$ cat src/rtl/usbhid_report_arbiter.sv
// Round-robin arbiter that forwards one-entry-buffered HID reports from several
// hosts onto a single valid/ready report port, counting reports lost to overwrite.
module usbhid_report_arbiter #(
  parameter int C_ports       = 3,
  parameter int C_report_bits = 64,
  parameter int C_slot_bits   = 2,
  parameter int C_cnt_bits    = 8
) (
  input  logic                               clk,
  input  logic                               resetn,
  input  logic [C_ports*C_report_bits-1:0]   in_report,
  input  logic [C_ports-1:0]                 in_valid,
  output logic [C_report_bits-1:0]           out_data,
  output logic [C_slot_bits-1:0]             out_slot,
  output logic                               out_valid,
  input  logic                               out_ready,
  output logic [C_ports-1:0]                 pending,
  output logic [C_ports*C_cnt_bits-1:0]      drop_count
);

  typedef enum logic {EMPTY, FULL} out_state_t;

  out_state_t               state;
  logic [C_report_bits-1:0] buffer [C_ports];
  logic [C_cnt_bits-1:0]    drops  [C_ports];
  logic [C_slot_bits-1:0]   last;

  logic                     load_en;
  logic                     grant_valid;
  logic [C_slot_bits-1:0]   grant_idx;
  int                       j;

  assign out_valid = (state == FULL);

  for (genvar g = 0; g < C_ports; g++) begin : g_drop
    assign drop_count[g*C_cnt_bits +: C_cnt_bits] = drops[g];
  end

  // Scan from the farthest candidate down so the nearest pending port after 'last' wins.
  always_comb begin
    load_en     = (state == EMPTY) || out_ready;
    grant_valid = 1'b0;
    grant_idx   = '0;
    j           = 0;
    for (int k = C_ports; k >= 1; k--) begin
      j = int'(last) + k;
      if (j >= C_ports) j = j - C_ports;
      if (pending[j]) begin
        grant_valid = load_en;
        grant_idx   = C_slot_bits'(j);
      end
    end
  end

  always_ff @(posedge clk or negedge resetn) begin
    if (!resetn) begin
      state    <= EMPTY;
      out_data <= '0;
      out_slot <= '0;
      pending  <= '0;
      last     <= C_slot_bits'(C_ports - 1);
      for (int i = 0; i < C_ports; i++) begin
        buffer[i] <= '0;
        drops[i]  <= '0;
      end
    end else begin
      for (int i = 0; i < C_ports; i++) begin
        if (in_valid[i]) begin
          buffer[i]  <= in_report[i*C_report_bits +: C_report_bits];
          pending[i] <= 1'b1;
          // A strobe landing in the grant cycle refills the slot without losing anything.
          if (pending[i] && !(grant_valid && (int'(grant_idx) == i)) && (drops[i] != '1))
            drops[i] <= drops[i] + 1'b1;
        end else if (grant_valid && (int'(grant_idx) == i)) begin
          pending[i] <= 1'b0;
        end
      end

      if (load_en) begin
        if (grant_valid) begin
          out_data <= buffer[grant_idx];
          out_slot <= grant_idx;
          last     <= grant_idx;
          state    <= FULL;
        end else begin
          state    <= EMPTY;
        end
      end
    end
  end

endmodule

$ cat config.mk
export PLATFORM = sky130hd
export DESIGN_NAME = usbhid_report_arbiter
export DESIGN_NICKNAME = d
export VERILOG_FILES = /design/src/rtl/usbhid_report_arbiter.sv
export SDC_FILE = /design/constraint.sdc
export NUM_CORES = 1
export LEC_CHECK = 0
export BUFFER_PORTS_ARGS = -buffer_cell sky130_fd_sc_hd__buf_4
export CAP_MARGIN = 20
export CORE_ASPECT_RATIO = 0.6
export CORE_UTILIZATION = 54
export DETAILED_ROUTE_END_ITERATION = 16
export PLACE_DENSITY = 0.79
export SLEW_MARGIN = 15
export SYNTH_ARGS = -nofsm -noshare
export SYNTH_HDL_FRONTEND = slang
export SYNTH_SLANG_ARGS = --single-unit
$ cat constraint.sdc
create_clock -name clk -period 3.38 [get_ports clk]
set_input_delay 0.169 -clock clk [delete_from_list [all_inputs] [get_ports clk]]
set_output_delay 0.169 -clock clk [all_outputs]
set_load 0.01 [all_outputs]
==> key figures, run 1 <==
STA
  • Max-slew headroom at the worst pin: 38.6%
  • Post-route setup TNS: 0 ns
  • RSZ-0062 raised after global routing: no
  • Setup Viol. Count Final: 0
  • Max-slew violation count: 0
  • Hold violation count in the final report: 0
  • Final critical-path setup slack: 0.250 ns
  • Fmax: 319 MHz
  • Final Skew: 0.0110 ns
  • Measured slew at the worst slew-check pin: 0.919 ns
  • Post-route clock period utilization: between 90% and 100%
  • Minimum clock period: 3.13 ns

Clocking
  • TritonCTS sink count: 287
  • Skew-Pair Late Insertion Delay: approximately 0.55 ns
  • Root buffer cell: clkbuf_16
  • CTS tree: built
  • Clock transition time at the flip-flop clock pins of the worst setup and hold paths: 0.07 ns
  • H-tree levels: 1
  • TritonCTS buffer count: 27
  • Clock Tree Buf Depth: 3

Placement
  • Number of port buffers: 291
  • Instance count after placement with tap cells included: 1586
  • Worst slack at placement: about 0.31 ns
  • Routability congestion estimate from global placement: 0.852
  • Sum of net half-perimeters after detailed placement: around 23000 um

Yosys
  • Top cells by area in the synthesized netlist: dfrtp_1 58%, mux2_2 15%, o21ai_0 3.9%, nand2_1 3.7%, a211oi_1 1.9%
  • Cell type contributing the most total cell area after synthesis: dfrtp_1
  • Share of Yosys cell area claimed by the top area cell type: approximately 58%
  • Most instantiated flip-flop cell in the synthesis netlist: dfrtp_1
  • Syn Std Cell Area: 12300 um^2
  • Mapped Cells: 1044
  • Most common library cells after synthesis: 286 x dfrtp_1, 163 x mux2_2, 122 x nand2_1
  • Most repeated cell in the gate-level netlist after synthesis: dfrtp_1
  • Number of enable-type register cells in the synthesized netlist: 0
  • Fraction of registers with async set/reset: 100%
  • Syn. warnings: 0
  • Number of storage elements in the synthesis netlist: 287
  • Library cells used by synthesis: 53
  • Syn_area_per_cell: 11.8 um^2
  • Sequential area share after synthesis: 58.2%
  • Synthesized netlist net count: 1248

Power
  • Clock network power share: a little over a fifth
  • Total power of the final layout: 14.1 mW
  • Power spent charging and discharging nets: between 5 and 6 mW
  • Leakage dissipation: 7.98 nW
  • Power density over the cells: roughly 800 nW/um^2
  • Worst VDD drop: 0.000646 V
  • Switch share: 40.9%
  • Internal power contribution: 8.37 mW
  • Sequential cell fraction of total power: between 30% and 40%
  • Portion of total power attributed to combinational logic: 44.5%

Worst setup path
  • Startpoint of the lowest-slack register-to-register path: out_slot[0]
  • Endpoint of the worst-slack reg-to-reg timing path: out_data[26]
  • Worst Setup EP: out_data[26]
  • Depth of the most critical reg-to-reg path: 7
  • Top fanout value on the critical path: 33
  • Worst EP required: 3.81 ns
  • Setup slack of the worst register-to-register path: 0.25 ns
  • WP data arrival: 3.56 ns
  • Setup crit start: out_slot[0]
  • CP startpoint kind: flip-flop
  • Path type of the worst setup path: flip-flop to flip-flop
  • Kind of end point of the critical path: flip-flop

Finish
  • Final non-filler cell total: 1832
  • Post-layout utilization of the core: 79.3%
  • Register Area: 7180 um^2
  • Fillcell total: 1249
  • Area growth, synth to finish: 42.9%
  • Final layout net count: 1705
  • Ratio of cells with drive above 1 in the final layout: 35.1%
  • Combined area of the multi-input logic cells: 4740 um^2

Global route
  • First-pass GRT wire length: 62500 um
  • Initial antenna violation count: 6
  • Pin count of the biggest net entering global routing: about 110
  • Grt ovf: 0
  • Via count of the first global-routing pass: 11100
  • GRT Resource Usage Total: 34.7%

Min path
  • Worst min path class: primary input to flip-flop

Routing
  • Detailed-routing iteration count for the pre-antenna-repair pass: 6
  • Total DRC errors in the routed layout: 0
  • Sum of routed wire length over all layers: 40400 um
  • Via density: 5.81
  • DRC violation total after the first TritonRoute iteration: between 800 and 900
  • Count of vias placed by the detailed router: 10600
  • Average wire per cell in the routed design: approximately 22 um
  • DRT antenna net count: 0

Outcome
  • Outcome: completed

Floorplanning
  • Die Y: 119 um
  • Row cnt: 42
  • Core Footprint: approximately 22000 um^2
  • I/O pin count: 292
  • Initial core utilization: 55.5%
  • Horiz. Die Dim: a little under 200 um
  • Die Footprint: 23500 um^2

Job
  • Maximum Capacitance Violations: 0
[flip-flops by register name (all words and copies together) (netlist names)]
signal	count
last	1
buffer	192
out_valid	1
pending	3
out_slot	2
out_data	64
drop_count	24
[through the flow]
step                      area (um^2)  hold WS [ns]
final                           17600         0.122
after global routing            17600         0.115
after CTS                       17600        0.0998
after detailed placement        14800         0.299
after global placement          14800         0.291
after floorplan                 12300        -0.127
[area by class of cell]
class                      count  area share (%)
sequential                   287            40.7
tap                          308            2.18
clock inverter                10           0.511
multi-input combinational    642            26.8
timing repair buffer         508            24.7
clock buffer                  36            4.25
antenna                        6          0.0851
inverter                      35           0.745
[layout by cell type (no fill, tap or decap), types with 9 or more instances in the layout]
cell type and instances:
a211oi_1 31, a221oi_1 17, a31oi_1 31, and3_1 22, buf_4 309, clkbuf_16 27, dfrtp_1 286, dlygate4sd3_1 194
inv_1 35, mux2_2 163, nand2_1 122, nor2_1 34, o21ai_0 95, o2bb2ai_1 17, o31ai_1 17, xnor2_1 9
xor2_1 10
[layer usage]
metal	vias to the layer above	GRT usage (%)	wire length (um)
met3	99	8.50	3580
met4	0	12.1	1210
li1	4643	-	-
met5	-	0	0
met2	602	55.3	19100
met1	5300	46.5	16500
[kinds of logic (layout without fill, tap and decap cells)]
kind of cell / after synthesis / in the layout / synth area share (%)
compound gates: 248 / 248 / 13.7
xor+xnor: 19 / 19 / 1.35
fa+ha+maj: 6 / 6 / 0.608
buf+inv: 115 / 589 / 3.82
flops: 287 / 287 / 58.2
mux: 165 / 165 / 15.1
other cells: 0 / 6 / 0
simple gates: 204 / 204 / 7.24
[worst max-delay path, cell delays in order, from the launching register on]
cell and delay, ns:
dfrtp_1 0.44, ha_1 0.38, nor2b_2 0.14, o21bai_4 0.73
nand3_1 0.45, buf_4 0.36, and3_1 0.18, o31ai_1 0.30
[how the worst min path moves through the flow]
stage | from | to | slack (ns) | depth (start not counted)
finish | in_valid[1] | pending[1] | 0.12 | 2
global placement | resetn | buffer[10] | 0.29 | 1
global route | in_valid[1] | pending[1] | 0.12 | 2
CTS | in_valid[1] | pending[1] | 0.1 | 2
detailed placement | resetn | buffer[10] | 0.30 | 1
floorplan | resetn | buffer[0] | -0.13 | 0
[power by group through the flow]
stage	clock, mW	sequential, mW	combinational (mW)
6_report	2.98	4.88	6.29
5_1_grt	3.15	4.94	6.72
4_1_cts	3.00	4.84	6.07
3_5_place_dp	0	4.88	5.87
3_3_place_gp	0	4.86	5.71
2_1_floorplan	0	4.93	3.36
[what timing repair did]
action / CTS / global route
endpoints found under the hold margin: 297 / 0
hold buffers: 194 / 0
endpoints found under the setup margin: 0 / 1
gates resized for setup: 0 / 1
setup buffers: 0 / 0
Note: power is estimated with default switching activity, not from simulation.
==> inputs of run 2 (changes only) <==
Settings changed: ABC_AREA set to 1.
==> key figures, run 2 <==
Placement
  • Worst slack at placement: 0.412 ns (+0.101 ns)
  • Instance count after placement with tap cells included: 1996 (+26%)
  • Number of port buffers: 291 (unchanged)
  • Sum of net half-perimeters after detailed placement: 23000 um (+0.50%)
  • Cell area reported after detailed placement: 14500 um^2 (-2.1%)
  • Routability congestion estimate from global placement: 0.965 (+13%)

STA
  • Max-slew violation count: 0 (unchanged)
  • RSZ-0062 raised after global routing: no
  • Hold violation count in the final report: 0 (unchanged)
  • Setup Viol. Count Final: 0 (unchanged)
  • Final critical-path setup slack: 0.320 ns (+0.0702 ns)
  • Post-route setup TNS: 0 ns (unchanged)
  • Final Skew: 0.0206 ns (+0.00965 ns)
  • Measured slew at the worst slew-check pin: 0.900 ns (-0.0194 ns)
  • Fmax: 327 MHz (+2.3%)
  • Max-slew headroom at the worst pin: 40.0% (+1.5 points)
  • Minimum clock period: 3.06 ns (-0.0702 ns)
  • Post-route clock period utilization: 90.5% (-2.1 points)

Clocking
  • Root buffer cell: clkbuf_16
  • Skew-Pair Late Insertion Delay: 0.54 ns (about the same)
  • Postcts setup bufs: 0 (unchanged)
  • CTS tree: built
  • H-tree levels: 1 (unchanged)
  • Post_cts resized: 0 (unchanged)
  • TritonCTS buffer count: 27 (unchanged)
  • Hold bufs inserted after CTS: 197 (+1.5%)
  • Clock Tree Buf Depth: 3 (unchanged)
  • Clock transition time at the flip-flop clock pins of the worst setup and hold paths: 0.06 ns (about the same)
  • TritonCTS sink count: 287 (unchanged)

Finish
  • Most frequent standard cell in the layout excluding fill and tap cells: nand2_1
  • Area growth, synth to finish: 42.9% (about the same)
  • Final non-filler cell total: 2240 (+22%)
  • Flip-flop count of the largest register after layout: 192 (unchanged)
  • Ratio of cells with drive above 1 in the final layout: 18.6% (-16 points)
  • Top library cells by usage in the layout, fill and taps aside: 908 x nand2_1, 304 x buf_4, 286 x dfrtp_1
  • Total non-filler cell area in the finished layout: 17300 um^2 (-1.7%)
  • Top register by number of flip-flops: buffer
  • Fillcell total: 1417 (+13%)
  • Post-layout utilization of the core: 78.7% (-0.61 points)
  • Final layout net count: 2140 (+26%)

Floorplanning
  • Row cnt: 42 (unchanged)
  • I/O pin count: 292 (unchanged)
  • Die Y: 118 um (-0.83%)
  • Horiz. Die Dim: 196 um (-0.84%)
  • Initial core utilization: 55.1% (-0.41 points)
  • Die Footprint: 23100 um^2 (-1.7%)
  • Core Footprint: 22000 um^2 (-0.95%)

Yosys
  • Syn_area_per_cell: 8.22 um^2 (-31%)
  • Syn Std Cell Area: 12100 um^2 (-1.7%)
  • Number of storage elements in the synthesis netlist: 287 (unchanged)
  • Mapped Cells: 1477 (+41%)
  • Synthesized netlist net count: 1681 (+35%)
  • Sequential area share after synthesis: 59.2% (+1.0 points)
  • Fraction of registers with async set/reset: 100% (unchanged)
  • Library cells used by synthesis: 27 (-49%)
  • Syn. warnings: 0 (unchanged)
  • Share of Yosys cell area claimed by the top area cell type: 59.0% (+0.99 points)
  • Most repeated cell in the gate-level netlist after synthesis: nand2_1
  • Top cells by area in the synthesized netlist: dfrtp_1 59%, nand2_1 28%, nand4_1 4.5%, clkbuf_1 1.2%, inv_1 1.1%
  • Most common library cells after synthesis: 908 x nand2_1, 286 x dfrtp_1, 88 x nand4_1
  • Number of enable-type register cells in the synthesized netlist: 0 (unchanged)
  • Most instantiated flip-flop cell in the synthesis netlist: dfrtp_1
  • Cell type contributing the most total cell area after synthesis: dfrtp_1

Power
  • Worst VDD drop: 0.000593 V (-8.1%)
  • Leakage dissipation: 9.03 nW (+13%)
  • Power density over the cells: 786 nW/um^2 (-2.0%)

Worst setup path
  • Worst EP required: 3.83 ns (+0.02 ns)
  • Path type of the worst setup path: flip-flop to flip-flop
  • WP data arrival: 3.51 ns (-0.05 ns)
  • Top fanout value on the critical path: 22 (-33%)
  • CP startpoint kind: flip-flop
  • Setup slack of the worst register-to-register path: 0.32 ns (+0.07 ns)
  • Kind of end point of the critical path: flip-flop

Routing
  • Count of vias placed by the detailed router: 12300 (+15%)
  • DRT antenna net count: 0 (unchanged)
  • Met2 Wirelength: 18900 um (-1.1%)
  • Via density: 5.49 (-5.6%)
  • DRC violation total after the first TritonRoute iteration: 1159 (+42%)
  • Total DRC errors in the routed layout: 0 (unchanged)
  • Highest metal layer used by the detailed router: met4
  • Average wire per cell in the routed design: 18.1 um (-18%)
  • Sum of routed wire length over all layers: 40600 um (+0.64%)
  • Metal1 wirelength: 16300 um (-1.1%)
  • Sum of met3 wire segment lengths after detailed routing: 3720 um (+4.1%)
  • Detailed-routing iteration count for the pre-antenna-repair pass: 12 (+6)

Job
  • Maximum Capacitance Violations: 0 (unchanged)

Global route
  • Initial antenna violation count: 1 (-5)
  • First-pass GRT wire length: 65300 um (+4.5%)
  • GRT Resource Usage Total: 36.0% (+1.3 points)
  • Via count of the first global-routing pass: 12600 (+14%)
  • Pin count of the biggest net entering global routing: 119 (+9.2%)
  • Grt ovf: 0 (unchanged)

Outcome
  • Outcome: completed

Min path
  • Worst min path class: primary input to flip-flop
[run 2: cell count changes after synthesis, sizes merged, moves of 17 or more]
cell     before  now
o31ai        17    0
a211oi       32    0
a31oi        32    0
a221oi       18    0
mux2        165    0
nand2       122  909
nand4         5   88
o2bb2ai      17    0
and3         23    1
o21ai        96    8
[run 2: path summary, 6_finish.rpt]
| path | startpoint | endpoint | depth (start not counted) |
|---|---|---|---|
| worst max-delay path | out_slot[0] | out_data[44] | 13 |
| worst min-delay path | in_valid[0] | buffer[167] | 3 |
| worst max register to register | out_slot[0] | out_data[44] | 13 |
| worst min register to register | buffer[4] | buffer[4] | 2 |
| max in group asynchronous | resetn | buffer[162] | 3 |
| min in group asynchronous | resetn | drop_count[20] | 2 |
[run 2: per-layer routing]
metal / vias up / track usage [%]
met5: - / 0
met4: 0 / 15.3
met3: 154 / 7.19
met2: 727 / 58.1
met1: 5880 / 47.8
li1: 5526 / -
[run 2: cell type report]
class                      count  area [um^2]  share of cell area (%)
antenna                        1         2.50                  0.0144
clock buffer                  40          795                    4.58
clock inverter                 6         37.5                   0.217
inverter                      39          146                   0.844
multi-input combinational   1074         4450                    25.6
sequential                   287         7180                    41.4
tap                          286          358                    2.06
timing repair buffer         507         4370                    25.2
[run 2: per-stage QoR]
stage	hold slack, ns	power (mW)
after global routing	0.0295	14.4
after floorplan	-0.127	8.12
after detailed placement	0.325	10.4
final	0.0723	13.6
after CTS	0.0145	13.5
after global placement	0.330	10.1
[run 2: logic make-up after synthesis]
group	after synthesis	share of synthesized area, %
AOI/OAI and AO/OA	10	0.433
xor gates and xnor gates	9	0.650
adders and majority gates	6	0.619
buffers and inverters	116	4.21
DFF	287	59.2
and+or+nand+nor	1049	34.9
[run 2: power by group]
| part | switching, mW | internal [mW] | leakage (nW) |
|---|---|---|---|
| clock | 1.31 | 1.62 | 0.414 |
| combinational | 3.76 | 2.18 | 5.09 |
| sequential | 0.543 | 4.22 | 3.52 |
| total | 5.61 | 8.02 | 9.03 |
[run 2: worst max-delay path: stages, from the launching register on]
cell and delay (ns):
dfrtp_1 0.46, inv_1 0.14, ha_1 0.47, nand2_1 0.13, nor2_1 0.17, inv_1 0.06
nand2_1 0.09, nor2_1 0.04, nand2_1 0.09, nand2_4 0.18, nor2_4 0.50, buf_4 0.39
nand2_1 0.12, nand4_1 0.13
